==> config.mk <==
export PLATFORM = sky130hd
export DESIGN_NAME = gain_slew_limiter_flat
export DESIGN_NICKNAME = d
export VERILOG_FILES = /design/src/rtl/gain_slew_limiter_if.sv /design/src/rtl/gain_slew_limiter.sv /design/src/flat_wrapper.sv
export SDC_FILE = /design/constraint.sdc
export NUM_CORES = 1
export LEC_CHECK = 0
export CORE_UTILIZATION = 40
export CTS_CLUSTER_DIAMETER = 50
export DETAILED_ROUTE_END_ITERATION = 12
export HOLD_SLACK_MARGIN = 0.02
export PLACE_DENSITY = 0.62
export SLEW_MARGIN = 40
export SYNTH_ARGS = -nofsm -noshare
export SYNTH_HDL_FRONTEND = slang
export SYNTH_SLANG_ARGS = --single-unit
==> constraint.sdc <==
create_clock -name clk_i -period 5.44 [get_ports clk_i]
set_input_delay 0.544 -clock clk_i [delete_from_list [all_inputs] [get_ports clk_i]]
set_output_delay 0.544 -clock clk_i [all_outputs]
set_load 0.01 [all_outputs]
==> src/rtl/gain_slew_limiter_if.sv <==
// Gain limiter bus: control-code/tick/mute inputs toward the limiter, gain and status back.
// The limiter has no backpressure: the code and tick strobes are one-cycle
// pulses that the slave always accepts; mult_o/settled_o are plain registered levels.
interface gain_slew_limiter_if #(
  parameter int MULT_W = 9,
  parameter int KNOB_W = 12
);
  logic [KNOB_W-1:0]        knob_i;
  logic                     knob_valid_i;
  logic                     sample_tick_i;
  logic                     mute_i;
  logic signed [MULT_W-1:0] mult_o;
  logic                     settled_o;
  logic [1:0]               state_o;

  modport master (
    output knob_i, knob_valid_i, sample_tick_i, mute_i,
    input  mult_o, settled_o, state_o
  );

  modport slave (
    input  knob_i, knob_valid_i, sample_tick_i, mute_i,
    output mult_o, settled_o, state_o
  );
endinterface

==> src/rtl/gain_slew_limiter.sv <==
// Slew-limited gain control: turns a raw control code into a multiplier that
// ramps toward its target by at most STEP per audio sample tick, with a
// hysteresis dead band on the input code and a mute that ramps down to zero.
// The code register and mute are registered, so every input change takes effect from the
// following cycle and state/settled can be registered from next-cycle values.
module gain_slew_limiter #(
  parameter int MULT_W = 9,
  parameter int KNOB_W = 12,
  parameter int STEP   = 4,
  parameter int HYST   = 2
) (
  input  logic             clk_i,
  input  logic             rst_n_i,
  gain_slew_limiter_if.slave bus
);
  localparam int VW    = MULT_W - 1;
  localparam int SHIFT = KNOB_W - VW;

  // state_o encoding
  localparam logic [1:0] IDLE = 2'd0;
  localparam logic [1:0] UP   = 2'd1;
  localparam logic [1:0] DOWN = 2'd2;

  logic [VW-1:0]     scaled;
  logic [VW-1:0]     knob_diff;
  logic [VW-1:0]     knob_q;
  logic [VW-1:0]     knob_nx;
  logic [VW-1:0]     target;
  logic [VW-1:0]     target_nx;
  logic              mute_q;
  logic [MULT_W-1:0] mult_q;
  logic [MULT_W-1:0] mult_nx;
  logic [MULT_W:0]   step_w;
  logic [MULT_W:0]   tgt_w;
  logic [MULT_W:0]   up_sum;
  logic [MULT_W:0]   dn_lim;
  logic [1:0]        state_q;
  logic [1:0]        state_nx;
  logic              settled_q;

  // Input code scaling and hysteresis: accept a new code only if it moves more than HYST.
  always_comb begin
    scaled    = VW'(bus.knob_i >> SHIFT);
    knob_diff = (scaled >= knob_q) ? (scaled - knob_q) : (knob_q - scaled);
    knob_nx   = knob_q;
    if (bus.knob_valid_i && (knob_diff > VW'(HYST))) begin
      knob_nx = scaled;
    end
    target    = mute_q ? '0 : knob_q;
    target_nx = bus.mute_i ? '0 : knob_nx;
  end

  // Ramp step: sums are one bit wider than mult so they can never wrap,
  // and "mult - STEP < target" is tested as "mult < target + STEP".
  always_comb begin
    step_w  = (MULT_W+1)'(STEP);
    tgt_w   = (MULT_W+1)'(target);
    up_sum  = {1'b0, mult_q} + step_w;
    dn_lim  = tgt_w + step_w;
    mult_nx = mult_q;
    if (bus.sample_tick_i) begin
      case (state_q)
        UP:      mult_nx = (up_sum > tgt_w) ? MULT_W'(target) : up_sum[MULT_W-1:0];
        DOWN:    mult_nx = ({1'b0, mult_q} < dn_lim) ? MULT_W'(target)
                                                     : (mult_q - MULT_W'(STEP));
        default: mult_nx = mult_q;
      endcase
    end
  end

  // Next direction, computed from the values all registers will hold next cycle.
  always_comb begin
    state_nx = IDLE;
    if (mult_nx < {1'b0, target_nx}) begin
      state_nx = UP;
    end else if (mult_nx > {1'b0, target_nx}) begin
      state_nx = DOWN;
    end
  end

  // State registers; reset lands on zero gain, zero code register, settled.
  always_ff @(posedge clk_i or negedge rst_n_i) begin
    if (!rst_n_i) begin
      knob_q    <= '0;
      mute_q    <= 1'b0;
      mult_q    <= '0;
      state_q   <= IDLE;
      settled_q <= 1'b1;
    end else begin
      knob_q    <= knob_nx;
      mute_q    <= bus.mute_i;
      mult_q    <= mult_nx;
      state_q   <= state_nx;
      settled_q <= (state_nx == IDLE);
    end
  end

  assign bus.mult_o    = mult_q;
  assign bus.settled_o = settled_q;
  assign bus.state_o   = state_q;
endmodule

==> src/flat_wrapper.sv <==
// flat-port wrapper written by rule: the top's interface ports become plain ports
module gain_slew_limiter_flat 
#(
  parameter int MULT_W = 9,
  parameter int KNOB_W = 12,
  parameter int STEP   = 4,
  parameter int HYST   = 2
)
  (clk_i, rst_n_i, bus_knob_i, bus_knob_valid_i, bus_sample_tick_i, bus_mute_i, bus_mult_o, bus_settled_o, bus_state_o);
  gain_slew_limiter_if #(.MULT_W(MULT_W), .KNOB_W(KNOB_W)) bus_i ();
  input  logic clk_i;
  input  logic rst_n_i;
  input wire logic [$bits(bus_i.knob_i)-1:0] bus_knob_i;
  input wire logic [$bits(bus_i.knob_valid_i)-1:0] bus_knob_valid_i;
  input wire logic [$bits(bus_i.sample_tick_i)-1:0] bus_sample_tick_i;
  input wire logic [$bits(bus_i.mute_i)-1:0] bus_mute_i;
  output wire logic [$bits(bus_i.mult_o)-1:0] bus_mult_o;
  output wire logic [$bits(bus_i.settled_o)-1:0] bus_settled_o;
  output wire logic [$bits(bus_i.state_o)-1:0] bus_state_o;
  assign bus_i.knob_i = bus_knob_i;
  assign bus_i.knob_valid_i = bus_knob_valid_i;
  assign bus_i.sample_tick_i = bus_sample_tick_i;
  assign bus_i.mute_i = bus_mute_i;
  assign bus_mult_o = bus_i.mult_o;
  assign bus_settled_o = bus_i.settled_o;
  assign bus_state_o = bus_i.state_o;
  gain_slew_limiter #(.MULT_W(MULT_W), .KNOB_W(KNOB_W), .STEP(STEP), .HYST(HYST)) u_core (.clk_i(clk_i), .rst_n_i(rst_n_i), .bus(bus_i));
endmodule
==> results.ini <==
[run_status]
status=finished clean

[yosys]
synth_nets=436
yosys_warnings=0
synth-edff-count=0
yosysSeqAreaShare_pct=17.8
ys.flop_type=dfrtp_1
syn_inst=374
ys_ff_latch=21
yosysUniqueCellTypes=54
netlist_area_mm2=0.00297
async_reset_ff_share_pct=100
syn_area_per_cell_um2=7.93

[die]
start_util_pct=41.1
core-area_mm2=0.00721
die_x_um=88.1
io_pins=29
rows=31
die_y_um=88.1
fp.dieArea_mm2=0.00777

[timing]
fin_skew_ns=0.00706
tns_ns=0
setup_viol=0
hold_viol=0
maxSlewHeadroom_pct=54.5
finalMaxSlewViolations=0
worstMarginPinSlew_ns=0.676
clock.fmax_mhz=203
min_period_ns=4.94
rsz0062_at_grt=no
min_period_over_period_pct=90.7

[clock_tree]
path_clk_slew_ns=0.08
cts_inserted_buffers=3
clock_sinks=21
cts_buffer_depth=2
htree_levels=1
cts_tree=done
root_buffer=clkbuf_8
clk_latency_ns=0.26

[detailed_routing]
drtAntennaViolNets=0
viasPerCell=5.62
drc_errors=0
drt_first_pass_iters=4
drt_iter0_drc=224
vias=2817
wl_um=7630
wl_per_cell_um=15.2

[setup_path]
critPathRequiredTime_ns=5.59
arrival_ns=5.08
r2r_cells=19
cp-startpoint=bus_knob_i[7]
end_kind=flop
critPathMaxFanout=9
startpoint_type=primary input
r2r-start=u_core.bus.mult_o[2]
critPathCapture=u_core.bus.state_o[1]
ff2ff_setup_slack_ns=0.72
r2r_end=u_core.bus.state_o[1]
crit_type=in2reg

[cells_and_area]
regArea_um2=527
area_delta_synth_final_pct=15.0
multi_input_area_mm2=0.00224
nets=465
drive_gt1_share_pct=6.22
antenna_cells=0
final_core_util_pct=47.3
fillers=732

[global_route]
antenna_found_initial=0
grt_usage_pct=21.5
grt_pass1_vias=2669
grt_pass1_wl_um=13100
grt-ovfl-total=0
grt_max_degree=22

[pwr]
pwr_density_cell_mw_per_mm2=406
ir_drop_v=0.000216
p_leak_nw=1.53

[placement]
numPortBuffers=24
dp_hpwl_um=6220
place_congestion=0.911

[run]
cap_violations=0

[worst_hold_path]
hold_class=in2async

-- cell families after synthesis --
logic type,count (synthesis),synth area share [%]
muxes,18,6.12
DFF,21,17.8
buffers and inverters,50,6.62
xor gates and xnor gates,15,4.43
adders and majority gates,45,19.5
AOI/OAI and AO/OA,96,23.6
and+or+nand+nor,129,22.0
-- synthesized netlist by cell type (2+ instances only) --
master      n  share of area (%)
ha_1       43                 18
inv_1      37                4.7
nor2_1     31                3.9
nand3_1    24                4.0
dfrtp_1    20                 17
o21ai_0    20                3.4
a21oi_1    17                2.9
mux2i_1    17                5.7
nand2_1    16                2.0
nor3_1     15                2.5
clkbuf_1   11                1.4
nand2b_1   10                2.1
xnor2_1     9                2.7
o21a_1      8                2.0
a21o_1      7                1.8
nand4_1     7                1.5
nor2b_1     6                1.3
o211ai_1    6                1.5
xor2_1      6                1.8
o31ai_1     5                1.3
a2111oi_0   4                1.2
a211o_1     4                1.2
a31oi_1     4               0.84
a32oi_1     4                1.2
and2_1      4               0.84
nor4_1      4               0.84
a21boi_0    3               0.76
or2_2       3               0.63
fa_1        2                1.3
nand3b_1    2               0.51
or3_1       2               0.42
-- state kept, by name, summed over array words and instances, names as in the netlist --
register              count
u_core.bus.mult_o         9
u_core.bus.settled_o      1
u_core.bus.state_o        2
u_core.knob_q             8
u_core.mute_q             1
-- where the power goes --
| group | switching (mW) | internal (mW) | total [mW] |
|---|---|---|---|
| sequential | 0.0704 | 0.198 | 0.269 |
| clock | 0.0514 | 0.0522 | 0.104 |
| combinational | 0.573 | 0.437 | 1.01 |
| total | 0.695 | 0.688 | 1.38 |
-- what timing repair did --
item / 4_1_cts / 5_1_grt
buffers inserted: 0 / 0
gates resized for setup: 0 / 1
setup endpoints to repair: 0 / 2
hold buffers: 0 / 0
-- area by class of cell --
| type | count | share of cell area, % |
|---|---|---|
| Sequential cell | 21 | 15.4 |
| Inverter | 37 | 4.07 |
| Multi-Input combinational cell | 303 | 65.8 |
| Timing Repair Buffer | 37 | 9.76 |
| Clock buffer | 4 | 1.32 |
| Tap cell | 99 | 3.63 |
-- worst min path at each step --
| stage | from | to | slack [ns] |
|---|---|---|---|
| after CTS | rst_n_i | u_core.bus.mult_o[3] | 0.25 |
| after global placement | u_core.knob_q[7] | u_core.knob_q[7] | 0.58 |
| after global routing | rst_n_i | u_core.bus.mult_o[4] | 0.27 |
| after detailed placement | rst_n_i | u_core.bus.mult_o[0] | 0.54 |
| final | rst_n_i | u_core.bus.mult_o[3] | 0.23 |
| after floorplan | rst_n_i | u_core.bus.mult_o[0] | 0.25 |
-- metrics by stage --
step / instances / hold slack [ns] / setup slack, ns / total power, mW / instance area [um2]
after detailed placement: 497 / 0.542 / 0.197 / 1.26 / 3370
after floorplan: 374 / 0.248 / 0.739 / 0.964 / 2970
after global routing: 501 / 0.273 / 0.0406 / 1.53 / 3410
after global placement: 497 / 0.584 / 0.187 / 1.25 / 3370
after CTS: 501 / 0.254 / 0.409 / 1.38 / 3410
final: 501 / 0.230 / 0.505 / 1.38 / 3410
-- worst max-delay path, stage by stage --
cell	delay (ns)
clkdlybuf4s50_1	0.48
inv_1	0.08
ha_1	0.31
and2_1	0.19
a311o_1	0.38
o21ai_1	0.33
buf_4	0.18
nand4b_1	0.11
and3_1	0.25
a2111oi_4	0.35
a41oi_4	0.17
buf_4	0.22
mux2i_1	0.13
ha_1	0.29
o21a_1	0.11
o21a_1	0.16
o21ai_0	0.16
nand2b_1	0.07
a21oi_1	0.14
o21ai_1	0.15
a211o_1	0.28
-- cells in the final DEF (no fill, tap or decap), drive strengths merged, types with 5 or more instances in the layout --
cell and count:
a2111oi 6, o31ai 5, buf 14, nor3 15, nand2 16, nor2 31, clkdlybuf4s50 23, nor2b 6
nand2b 10, dfrtp 20, o211ai 6, o21a 8, o21ai 21, ha 43, xor2 6, nand3 24
inv 37, xnor2 9, mux2i 17, a21o 7, a21oi 17, nand4 7
-- per-layer routing --
metal | part of all wire (%) | global-route usage [%]
met1 | 51 | 32.3
met2 | 45 | 33.8
met3 | 4.3 | 2.92
met4 | 0.25 | 1.91
met5 | 0 | 0
Power figures use the tool's default switching activity.
